<file path="src/rtl/gpio_led_monitor.sv">
// rtl/gpio_led_monitor.sv - synchronised GPIO to LED monitor: direct, inverted, activity-stretch and toggle modes
// Optional heartbeat divider and output are built only when GPIO_MON_HEARTBEAT_EN is defined.
module gpio_led_monitor #(
  parameter int CHANNELS       = 2,
  parameter int SYNC_STAGES    = 2,
  parameter int STRETCH_CYCLES = 12000000,
  parameter int HEARTBEAT_DIV  = 6000000
) (
  input  logic                  clk,
  input  logic                  resetn,
  input  logic [CHANNELS-1:0]   gpio,
  input  logic [2*CHANNELS-1:0] mode,
`ifdef GPIO_MON_HEARTBEAT_EN
  output logic                  heartbeat,
`endif
  output logic [CHANNELS-1:0]   led
);

  localparam int CW = $clog2(STRETCH_CYCLES);
  localparam logic [CW-1:0] RELOAD = CW'(STRETCH_CYCLES - 1);

  logic [CHANNELS-1:0] sync_q [SYNC_STAGES];
  logic [CHANNELS-1:0] s;
  logic [CHANNELS-1:0] p;
  logic [CHANNELS-1:0] t;
  logic [CHANNELS-1:0] t_nxt;
  logic [CHANNELS-1:0] edge_det;
  logic [CHANNELS-1:0] rise_det;
  logic [CHANNELS-1:0] led_nxt;
  logic [CW-1:0]       cnt     [CHANNELS];
  logic [CW-1:0]       cnt_nxt [CHANNELS];

  assign s        = sync_q[SYNC_STAGES-1];
  assign edge_det = s ^ p;
  assign rise_det = s & ~p;
  assign t_nxt    = t ^ rise_det;

  always_ff @(posedge clk or negedge resetn) begin
    if (!resetn) begin
      for (int k = 0; k < SYNC_STAGES; k++) sync_q[k] <= '0;
    end else begin
      sync_q[0] <= gpio;
      for (int k = 1; k < SYNC_STAGES; k++) sync_q[k] <= sync_q[k-1];
    end
  end

  // Counter and toggle state advance in every mode so a mode switch needs no flush.
  always_comb begin
    led_nxt = '0;
    for (int i = 0; i < CHANNELS; i++) begin
      if (edge_det[i])
        cnt_nxt[i] = RELOAD;
      else if (cnt[i] != '0)
        cnt_nxt[i] = cnt[i] - CW'(1);
      else
        cnt_nxt[i] = '0;

      case (mode[2*i +: 2])
        2'b00:   led_nxt[i] = s[i];
        2'b10:   led_nxt[i] = ~s[i];
        2'b01:   led_nxt[i] = edge_det[i] | (cnt[i] != '0);
        default: led_nxt[i] = t_nxt[i];
      endcase
    end
  end

  always_ff @(posedge clk or negedge resetn) begin
    if (!resetn) begin
      p   <= '0;
      t   <= '0;
      led <= '0;
      for (int i = 0; i < CHANNELS; i++) cnt[i] <= '0;
    end else begin
      p   <= s;
      t   <= t_nxt;
      led <= led_nxt;
      for (int i = 0; i < CHANNELS; i++) cnt[i] <= cnt_nxt[i];
    end
  end

`ifdef GPIO_MON_HEARTBEAT_EN
  localparam int HW = $clog2(HEARTBEAT_DIV);
  localparam logic [HW-1:0] DIV_LAST = HW'(HEARTBEAT_DIV - 1);

  logic [HW-1:0] div_q;

  always_ff @(posedge clk or negedge resetn) begin
    if (!resetn) begin
      div_q     <= '0;
      heartbeat <= 1'b0;
    end else if (div_q == DIV_LAST) begin
      div_q     <= '0;
      heartbeat <= ~heartbeat;
    end else begin
      div_q     <= div_q + HW'(1);
    end
  end
`endif

endmodule

</file>
<file path="config.mk">
export PLATFORM = sky130hd
export DESIGN_NAME = gpio_led_monitor
export DESIGN_NICKNAME = d
export VERILOG_FILES = /design/src/rtl/gpio_led_monitor.sv
export SDC_FILE = /design/constraint.sdc
export NUM_CORES = 1
export LEC_CHECK = 0
export ABC_CLOCK_PERIOD_IN_PS = 1850
export BUFFER_PORTS_ARGS = -buffer_cell sky130_fd_sc_hd__buf_4
export CORE_UTILIZATION = 50
export DETAILED_ROUTE_END_ITERATION = 16
export PLACE_DENSITY = 0.69
export SLEW_MARGIN = 0
export SYNTH_ARGS = -nofsm -noshare
export SYNTH_HDL_FRONTEND = slang
export SYNTH_SLANG_ARGS = --single-unit
</file>
<file path="constraint.sdc">
create_clock -name clk -period 1.85 [get_ports clk]
set_input_delay 0.0925 -clock clk [delete_from_list [all_inputs] [get_ports clk]]
set_output_delay 0.0925 -clock clk [all_outputs]
set_load 0.02 [all_outputs]
</file>
==> flow_summary_export.csv, run 1 <==
group,metric,value,unit
detailed_routing,drt-pass1-iter-count,4,
finish,area_delta_synth_final,35.4,%
grt,grt_overflow,0,
floorplan,io_pins,10,
finish,final_common_cell,"buf_4",
cts,cts_root_buf,"clkbuf_8",
timing,slew_headroom,0.524,
finish,layout-drive-gt1-share,0.316,
finish,antennaDiodeCount,0,
cts,cts_htree_levels,3,
floorplan,start_util,0.524,
synth,syn-num-nets,296,
cts,insertion_delay,0.34,ns
placed_design,gp_congestion,0.832,
worst_hold_path,hold_path_startpoint,"mode[3]",
timing,whs,0.0755,ns
detailed_routing,drt-total-wl,6710,um
worst_hold_path,hold_depth,3,
finish,nets,372,
synth,synth_ff_type,"dfrtp_1",
critical_path,worstPathArrival,2.19,ns
detailed_routing,ant_nets,0,
power,p_int,2.30,mW
grt,grt_pass1_wl,11000,um
timing,rsz0062_at_grt,"true",
run_status,run_status,"finished, violations left",
critical_path,critPathCaptureType,"register",
synth,postSynthAreaPerCell,10.3,um^2
finish,layout_common_cells,"buf_4, dfrtp_1, nor2_1",
placed_design,dp_hpwl,4150,um
detailed_routing,drt_iter0_drc,166,
timing,skew,0.00736,ns
job,cap_violations,0,
synth,seq_area_frac_synth,0.497,
critical_path,r2r-end,"cnt[41]",
cts,clkTransAtPathRegs,0.07,ns
timing,finalCritPeriodShare,1.08,
synth,synth_warnings,0,
power,p_seq_frac,0.456,
timing,max_clock_freq,502,MHz
detailed_routing,viasPerCell,5.67,
timing,worstMarginPinSlew,0.715,ns
power,p_leak,1.58,nW
timing,finalSetupViolCount,22,
critical_path,crit_required,2.05,ns
timing,fin_ws,-0.142,ns
grt,grt_start_max_net_pins,59,
finish,fin_util,0.710,
grt,grt_antenna_before_repair,0,
synth,synthArstFlopShare,1.00,
floorplan,die_w,78.4,um
placed_design,post-place-ws,-0.161,ns
power,total_power,3.04,mW
critical_path,critPathKind,"reg2reg",
detailed_routing,drc_errors,0,
worst_hold_path,hp-class,"in2reg",
synth,synth_edf_count,0,
cts,cts_buffer_depth,2,
worst_hold_path,holdPathEnd,"led[1]",
power,swShare,0.243,
detailed_routing,detail_route.wl_per_cell,15.4,um
cts,cts_tree,"yes",
synth,syn_inst,283,
floorplan,die_area,0.00615,mm^2
power,power_density,769,mW/mm^2
synth,ys_types,48,
critical_path,reg2regPathDepth,6,
run_status,violations,"setup timing",
floorplan,core,0.00557,mm^2
critical_path,r2r_slack,-0.14,ns
timing,hold_viol_final,0,
critical_path,start_kind,"register",
cts,numCtsBuffers,9,
power,clockPowerShare,0.426,
power,switchingPower,0.740,mW
floorplan,die_h,78.4,um
timing,finalMaxSlewViolations,0,
synth,syn-cell-area,0.00292,mm^2
timing,setup_tns,-1.98,ns
critical_path,timing.rr.start,"cnt[43]",
power,peakVddDrop,0.466,mV
timing,period_needed,1.99,ns
placed_design,io_buffers,9,
critical_path,worstSetupStartpoint,"cnt[43]",
grt,grt_pass1_vias,2414,
floorplan,num_rows,27,
critical_path,cp_max_fo,7,
grt,track_usage,0.234,
synth,synth-seq-cells,58,
cts,cts_sinks,58,
power,combPwrFrac,0.119,
detailed_routing,dr_total_vias,2472,
[power by group through the flow]
stage          Clock (mW)  Combinational [mW]  Sequential, mW
6_report             1.29               0.361            1.39
2_1_floorplan           0               0.155            1.42
5_1_grt              1.37               0.403            1.39
3_3_place_gp            0               0.302            1.41
4_1_cts              1.33               0.324            1.39
3_5_place_dp            0               0.310            1.41
[flip-flops by register name (all words and copies together), names as in the netlist]
register / cells
cnt: 48
s: 2
t: 2
sync_q: 2
led: 2
p: 2
[layout make-up]
type | instances | area [um^2]
fill | 425 | 1620
sequential | 58 | 1450
inverter | 12 | 45.0
tap | 72 | 90.1
timing repair buffer | 73 | 576
clock buffer | 11 | 141
clock inverter | 5 | 77.6
multi-input combinational | 205 | 1570
[synthesized netlist by cell type, types with 5 or more instances]
cell | instances | area (um^2)
a21oi_1 | 12 | 60.1
clkbuf_1 | 7 | 26.3
dfrtp_1 | 58 | 1450
ha_1 | 5 | 62.6
inv_1 | 12 | 45.0
nand2_1 | 8 | 30.0
nand3_1 | 8 | 40.0
nand4_1 | 5 | 31.3
nor2_1 | 21 | 78.8
nor3_1 | 9 | 45.0
nor4_1 | 10 | 62.6
o21ai_0 | 29 | 145
o31ai_1 | 9 | 67.6
o41ai_1 | 5 | 43.8
or3_1 | 8 | 50.1
or4_1 | 6 | 45.0
xnor2_1 | 7 | 61.3
xor2_1 | 16 | 140
[kinds of logic (layout without fill, tap and decap cells)]
group                      count (synthesis)  after routing  synth area share
AOI/OAI and AO/OA                         75             75             0.168
adders and majority gates                  5              5            0.0214
and+or+nand+nor                          100            101             0.211
DFF                                       58             58             0.497
xor gates and xnor gates                  23             23            0.0690
muxes                                      1              1           0.00386
buffers and inverters                     21            101            0.0300
[stage by stage]
stage | instance area [um^2] | std cells
after floorplan | 2960 | 283
after global routing | 3960 | 436
after detailed placement | 3420 | 401
after CTS | 3720 | 423
final | 3960 | 436
after global placement | 3420 | 401
[routing by layer]
layer | wire, um | GRT usage
met1 | 3250 | 0.304
met5 | 0 | 0
met4 | 98 | 0.0630
met3 | 172 | 0.0709
met2 | 3190 | 0.380
[how the worst max path moves through the flow]
| stage | endpoint | cells past startpoint |
|---|---|---|
| 6_report | cnt[41] | 6 |
| 5_1_grt | cnt[34] | 5 |
| 4_1_cts | cnt[39] | 5 |
| 3_5_place_dp | cnt[36] | 5 |
| 3_3_place_gp | cnt[43] | 5 |
| 2_1_floorplan | cnt[35] | 5 |
[worst max-delay path, stage by stage (launching register included)]
cell and delay [ns]:
dfrtp_1 0.38, or4_4 0.54, or3b_4 0.40, buf_8 0.15, buf_4 0.14, o31ai_4 0.17, a311oi_1 0.08
[timing repair]
item | CTS | global route
pin swaps | 7 | 13
hold buffers | 5 | 0
hold endpoints to repair | 62 | 0
cloned | 1 | 1
buffers inserted | 0 | 12
endpoints found under the setup margin | 24 | 49
resized for setup | 12 | 25
Power figures use the tool's default switching activity.
==> run 2, diff against run 1 <==
- MAX_ROUTING_LAYER: unset -> met4
==> flow_summary_export.csv, run 2 (synthesized netlist as in run 1, its figures left out) <==
group,metric,value,unit
critical_path,critPathKind,"reg2reg",
cts,clkTransAtPathRegs,0.07,ns
power,clockPowerShare,0.427,
placed_design,place_area,0.00342,mm^2
detailed_routing,viasPerCell,5.68,
finish,multi_input_area,0.00157,mm^2
cts,cts_htree_levels,3,
grt,grt_antenna_before_repair,0,
floorplan,io_pins,10,
power,peakVddDrop,0.466,mV
detailed_routing,drt-total-wl,6730,um
timing,skew,0.00928,ns
cts,cts_sinks,58,
finish,top_register,"cnt",
floorplan,num_rows,27,
timing,slew_headroom,0.513,
power,p_int,2.30,mW
power,combPwrFrac,0.118,
finish,final_common_cell,"buf_4",
detailed_routing,drt-pass1-iter-count,4,
power,swShare,0.244,
timing,finalMaxSlewViolations,0,
floorplan,die_area,0.00615,mm^2
finish,largest_reg_flops,48,
timing,whs,0.0660,ns
finish,layout-drive-gt1-share,0.319,
finish,fill_cells,425,
floorplan,die_w,78.4,um
detailed_routing,ant_nets,0,
cts,cts_buffer_depth,2,
grt,track_usage,0.241,
placed_design,post-place-ws,-0.161,ns
timing,finalCritPeriodShare,1.08,
finish,final_area,0.00395,mm^2
critical_path,worstPathArrival,2.20,ns
grt,grt_start_max_net_pins,59,
finish,layout_common_cells,"buf_4, dfrtp_1, nor2_1, o21ai_0, xor2_1",
worst_hold_path,hp-class,"in2reg",
critical_path,crit_required,2.05,ns
detailed_routing,detail_route.wl_per_cell,15.4,um
detailed_routing,drc_errors,0,
finish,area_delta_synth_final,35.2,%
finish,nets,372,
grt,grt_overflow,0,
grt,grt_pass1_wl,11000,um
cts,cts_tree,"yes",
floorplan,core,0.00557,mm^2
run_status,run_status,"finished, violations left",
power,total_power,3.04,mW
timing,fin_ws,-0.145,ns
grt,grt_pass1_vias,2407,
timing,worstMarginPinSlew,0.731,ns
power,p_seq_frac,0.455,
power,power_density,771,mW/mm^2
finish,regArea,0.00145,mm^2
timing,finalSetupViolCount,22,
power,switchingPower,0.744,mW
timing,period_needed,1.99,ns
critical_path,critPathCaptureType,"register",
detailed_routing,dr_total_vias,2476,
timing,max_clock_freq,501,MHz
timing,rsz0062_at_grt,"true",
critical_path,cp_max_fo,7,
detailed_routing,drt_iter0_drc,156,
cts,numCtsBuffers,9,
placed_design,dp_hpwl,4150,um
critical_path,start_kind,"register",
finish,antennaDiodeCount,0,
cts,insertion_delay,0.34,ns
power,p_leak,1.56,nW
job,cap_violations,0,
placed_design,io_buffers,9,
run_status,violations,"setup timing",
floorplan,start_util,0.524,
timing,hold_viol_final,0,
floorplan,die_h,78.4,um
placed_design,gp_congestion,0.845,
cts,cts_root_buf,"clkbuf_8",
## run 2: stage by stage
| stage | utilization | instances | TNS [ns] |
|---|---|---|---|
| floorplan | - | 283 | -0.738 |
| global placement | 0.613 | 401 | -1.71 |
| detailed placement | 0.613 | 401 | -2.56 |
| CTS | 0.667 | 423 | -1.67 |
| global route | 0.708 | 436 | -3.20 |
| finish | 0.708 | 436 | -1.99 |
## run 2: layout make-up
cell class / count / area share
multi-input cells: 205 / 0.397
flip-flops and latches: 58 / 0.368
repair buffers: 73 / 0.146
clock buffers: 11 / 0.0358
well taps: 72 / 0.0228
clock inverters: 5 / 0.0196
inverters: 12 / 0.0114
## run 2: worst paths after layout
kind | from | end | slack [ns] | depth (start not counted)
hold / removal | mode[3] | led[1] | 0.07 | 3
setup / recovery | cnt[43] | cnt[41] | -0.14 | 6
setup reg to reg | cnt[43] | cnt[41] | -0.14 | 6
max in group asynchronous | resetn | cnt[6] | 0.96 | 2
min in group asynchronous | resetn | cnt[12] | 0.37 | 2
hold reg to reg | sync_q[3] | s[1] | 0.35 | 0
## run 2: worst max-delay path: stages (launching register included)
cell,delay [ns]
dfrtp_1,0.38
or4_4,0.54
or3b_4,0.40
buf_8,0.15
buf_4,0.14
o31ai_4,0.16
a311oi_1,0.08
## run 2: per-layer routing
metal,track usage,vias to the layer above,share of wire
met4,0.0630,0,0.016
li1,-,1216,-
met5,-,-,0
met2,0.380,51,0.47
met1,0.306,1198,0.47
met3,0.0709,11,0.038
## run 2: timing repair
item / in CTS / in global routing
hold buffers: 5 / 0
buffers inserted: 0 / 12
setup endpoints to repair: 24 / 49
hold endpoints to repair: 62 / 0
resized for setup: 12 / 25
gates cloned: 1 / 1
pin swaps: 7 / 13
## run 2: power groups by stage
stage | logic (mW) | clock network [mW] | registers [mW]
3_5_place_dp | 0.310 | 0 | 1.41
4_1_cts | 0.324 | 1.33 | 1.39
6_report | 0.360 | 1.30 | 1.39
2_1_floorplan | 0.155 | 0 | 1.42
3_3_place_gp | 0.302 | 0 | 1.41
5_1_grt | 0.403 | 1.37 | 1.39
==> run 3, diff against run 2 <==
- ABC_AREA: unset -> 1
==> flow_summary_export.csv, run 3 <==
group,metric,value,unit
power,peakVddDrop,0.493,mV
critical_path,crit_required,2.05,ns
synth,synth_ff_type,"dfrtp_1",
grt,met3_usage,0.0326,
placed_design,dp_hpwl,4690,um
timing,rsz0062_at_grt,"false",
grt,gr-max-usage-layer,"met2",
power,power_density,727,mW/mm^2
synth,ys_types,28,
timing,finalSetupViolCount,0,
cts,cts_setup_buffers,0,
cts,cts_root_buf,"clkbuf_8",
detailed_routing,detail_route.wl_per_cell,12.9,um
power,clockPowerShare,0.408,
detailed_routing,ant_nets,0,
critical_path,r2r_slack,0.16,ns
synth,synthArstFlopShare,1.00,
power,p_seq_frac,0.499,
detailed_routing,dr_total_vias,2682,
finish,final_area,0.00374,mm^2
power,swShare,0.247,
power,p_int,2.05,mW
job,cap_violations,0,
timing,setup_tns,0,ns
critical_path,critPathKind,"reg2reg",
cts,cts_sinks,58,
detailed_routing,drc_errors,0,
timing,skew,0.00549,ns
finish,nets,453,
floorplan,die_w,83.5,um
critical_path,worstPathArrival,1.90,ns
cts,ctsResizeCount,0,
power,p_leak,1.70,nW
synth,syn_inst,415,
grt,grt_antenna_before_repair,0,
power,combPwrFrac,0.094,
finish,top_register,"cnt",
cts,clkTransAtPathRegs,0.06,ns
floorplan,core,0.00639,mm^2
synth,synth_edf_count,0,
finish,antennaDiodeCount,0,
cts,cts_buffer_depth,2,
worst_hold_path,hp-class,"in2reg",
critical_path,start_kind,"register",
grt,use_met2,0.341,
detailed_routing,viasPerCell,5.15,
timing,worstMarginPinSlew,0.746,ns
synth,yosys-top-cells-count,"nand2_1, nor2_1, dfrtp_1",
cts,cts_tree,"yes",
synth,yosys.area.top_type_share,0.437,
detailed_routing,drt-total-wl,6750,um
finish,final_common_cell,"nand2_1",
power,switchingPower,0.670,mW
critical_path,slowest_delay,0.40,ns
timing,finalMaxSlewViolations,0,
grt,grt_pass1_vias,2618,
grt,use_met1,0.314,
floorplan,die_h,83.5,um
finish,area_delta_synth_final,12.6,%
synth,ys_top_cells_by_area,"dfrtp_1, nand2_1, nor2_1, nand3_1, inv_1",
cts,numCtsBuffers,9,
grt,track_usage,0.228,
critical_path,cp_max_fo,10,
floorplan,io_pins,10,
cts,postCtsHoldBufs,5,
timing,finalCritPeriodShare,0.916,
synth,syn-cell-area,0.00332,mm^2
finish,layout-drive-gt1-share,0.180,
run_status,run_status,"completed",
grt,grt_start_max_net_pins,59,
grt,grt_pass1_wl,12200,um
timing,slew_headroom,0.503,
floorplan,start_util,0.520,
finish,layout_common_cells,"nand2_1, nor2_1, dfrtp_1",
synth,seq_area_frac_synth,0.437,
placed_design,place_area,0.00350,mm^2
finish,largest_reg_flops,48,
floorplan,num_rows,29,
timing,period_needed,1.69,ns
detailed_routing,drt_iter0_drc,149,
cts,cts_htree_levels,3,
synth,synth-seq-cells,58,
synth,yosysTopAreaCell,"dfrtp_1",
synth,synth_warnings,0,
detailed_routing,drt-pass1-iter-count,4,
timing,hold_viol_final,0,
synth,postSynthAreaPerCell,8.00,um^2
critical_path,crit_chain,"inv_1, ha_1, nand3_2, nor2_4, nand3_4, clkinv_4, o21ai_2",
synth,syn-num-nets,428,
cts,insertion_delay,0.33,ns
floorplan,die_area,0.00697,mm^2
critical_path,critPathCaptureType,"register",
grt,grt_overflow,0,
synth,yosysMostFrequentCell,"nand2_1",
placed_design,io_buffers,9,
critical_path,crit_slowest_cell,"dfrtp_1",
placed_design,gp_congestion,0.836,
timing,max_clock_freq,590,MHz
run 3: cell types whose count changed after synthesis, moves of 10 or more:
| cell | delta |
|---|---|
| nor2_1 | +47 |
| nor4_1 | -10 |
| nand3_1 | +26 |
| nor2_2 | +17 |
| o21ai_2 | +10 |
| o21ai_0 | -18 |
| inv_1 | +26 |
| nand2_1 | +90 |
run 3: final timing paths:
check	start	to	cells past startpoint
max	cnt[24]	cnt[30]	7
min	mode[0]	led[0]	4
max reg2reg	cnt[24]	cnt[30]	7
min reg2reg	sync_q[2]	s[0]	0
max in group asynchronous	resetn	cnt[22]	2
min in group asynchronous	resetn	cnt[47]	2
run 3: metrics by stage:
stage / setup slack (ns) / total power [mW] / hold slack [ns] / cells / utilization
floorplan: 0.361 / 1.53 / -0.203 / 415 / -
global placement: 0.222 / 1.62 / 0.202 / 501 / 0.548
detailed placement: 0.160 / 1.63 / 0.203 / 501 / 0.548
CTS: 0.151 / 2.76 / 0.0570 / 521 / 0.585
global route: 0.0454 / 2.84 / 0.0964 / 521 / 0.585
finish: 0.156 / 2.72 / 0.0732 / 521 / 0.585
run 3: final cells by class:
class | instances | area [um^2]
fillers | 606 | 2650
multi-input cells | 314 | 1700
flip-flops and latches | 58 | 1450
clock buffers | 13 | 179
inverters | 39 | 151
repair buffers | 18 | 148
well taps | 77 | 96.3
clock inverters | 2 | 10.0
run 3: power by group through the flow:
stage | clock [mW] | combinational (mW) | sequential, mW
2_1_floorplan | 0 | 0.149 | 1.38
3_3_place_gp | 0 | 0.247 | 1.38
3_5_place_dp | 0 | 0.249 | 1.38
4_1_cts | 1.14 | 0.260 | 1.36
5_1_grt | 1.19 | 0.292 | 1.36
6_report | 1.11 | 0.254 | 1.36
run 3: cells by family after synthesis:
group           count (synthesis)  synth area share
flops                          58             0.437
fa+ha+maj                       5            0.0188
compound gates                 34            0.0660
simple gates                  255             0.375
xor+xnor                       20            0.0528
buf+inv                        43            0.0505
run 3: layer usage:
layer | wire length [um] | vias to the layer above | part of all wire
met2 | 3020 | 45 | 0.45
met1 | 3360 | 1256 | 0.50
met5 | 0 | - | 0
met3 | 244 | 9 | 0.036
met4 | 116 | 0 | 0.017
li1 | - | 1372 | -
run 3: worst max-delay path: cells and delay by family, from the launching register on:
kind / cells / cell delay (ns)
AOI/OAI and AO/OA: 1 / 0.07
DFF: 1 / 0.40
adders and majority gates: 1 / 0.22
buffers and inverters: 2 / 0.27
and+or+nand+nor: 3 / 0.61
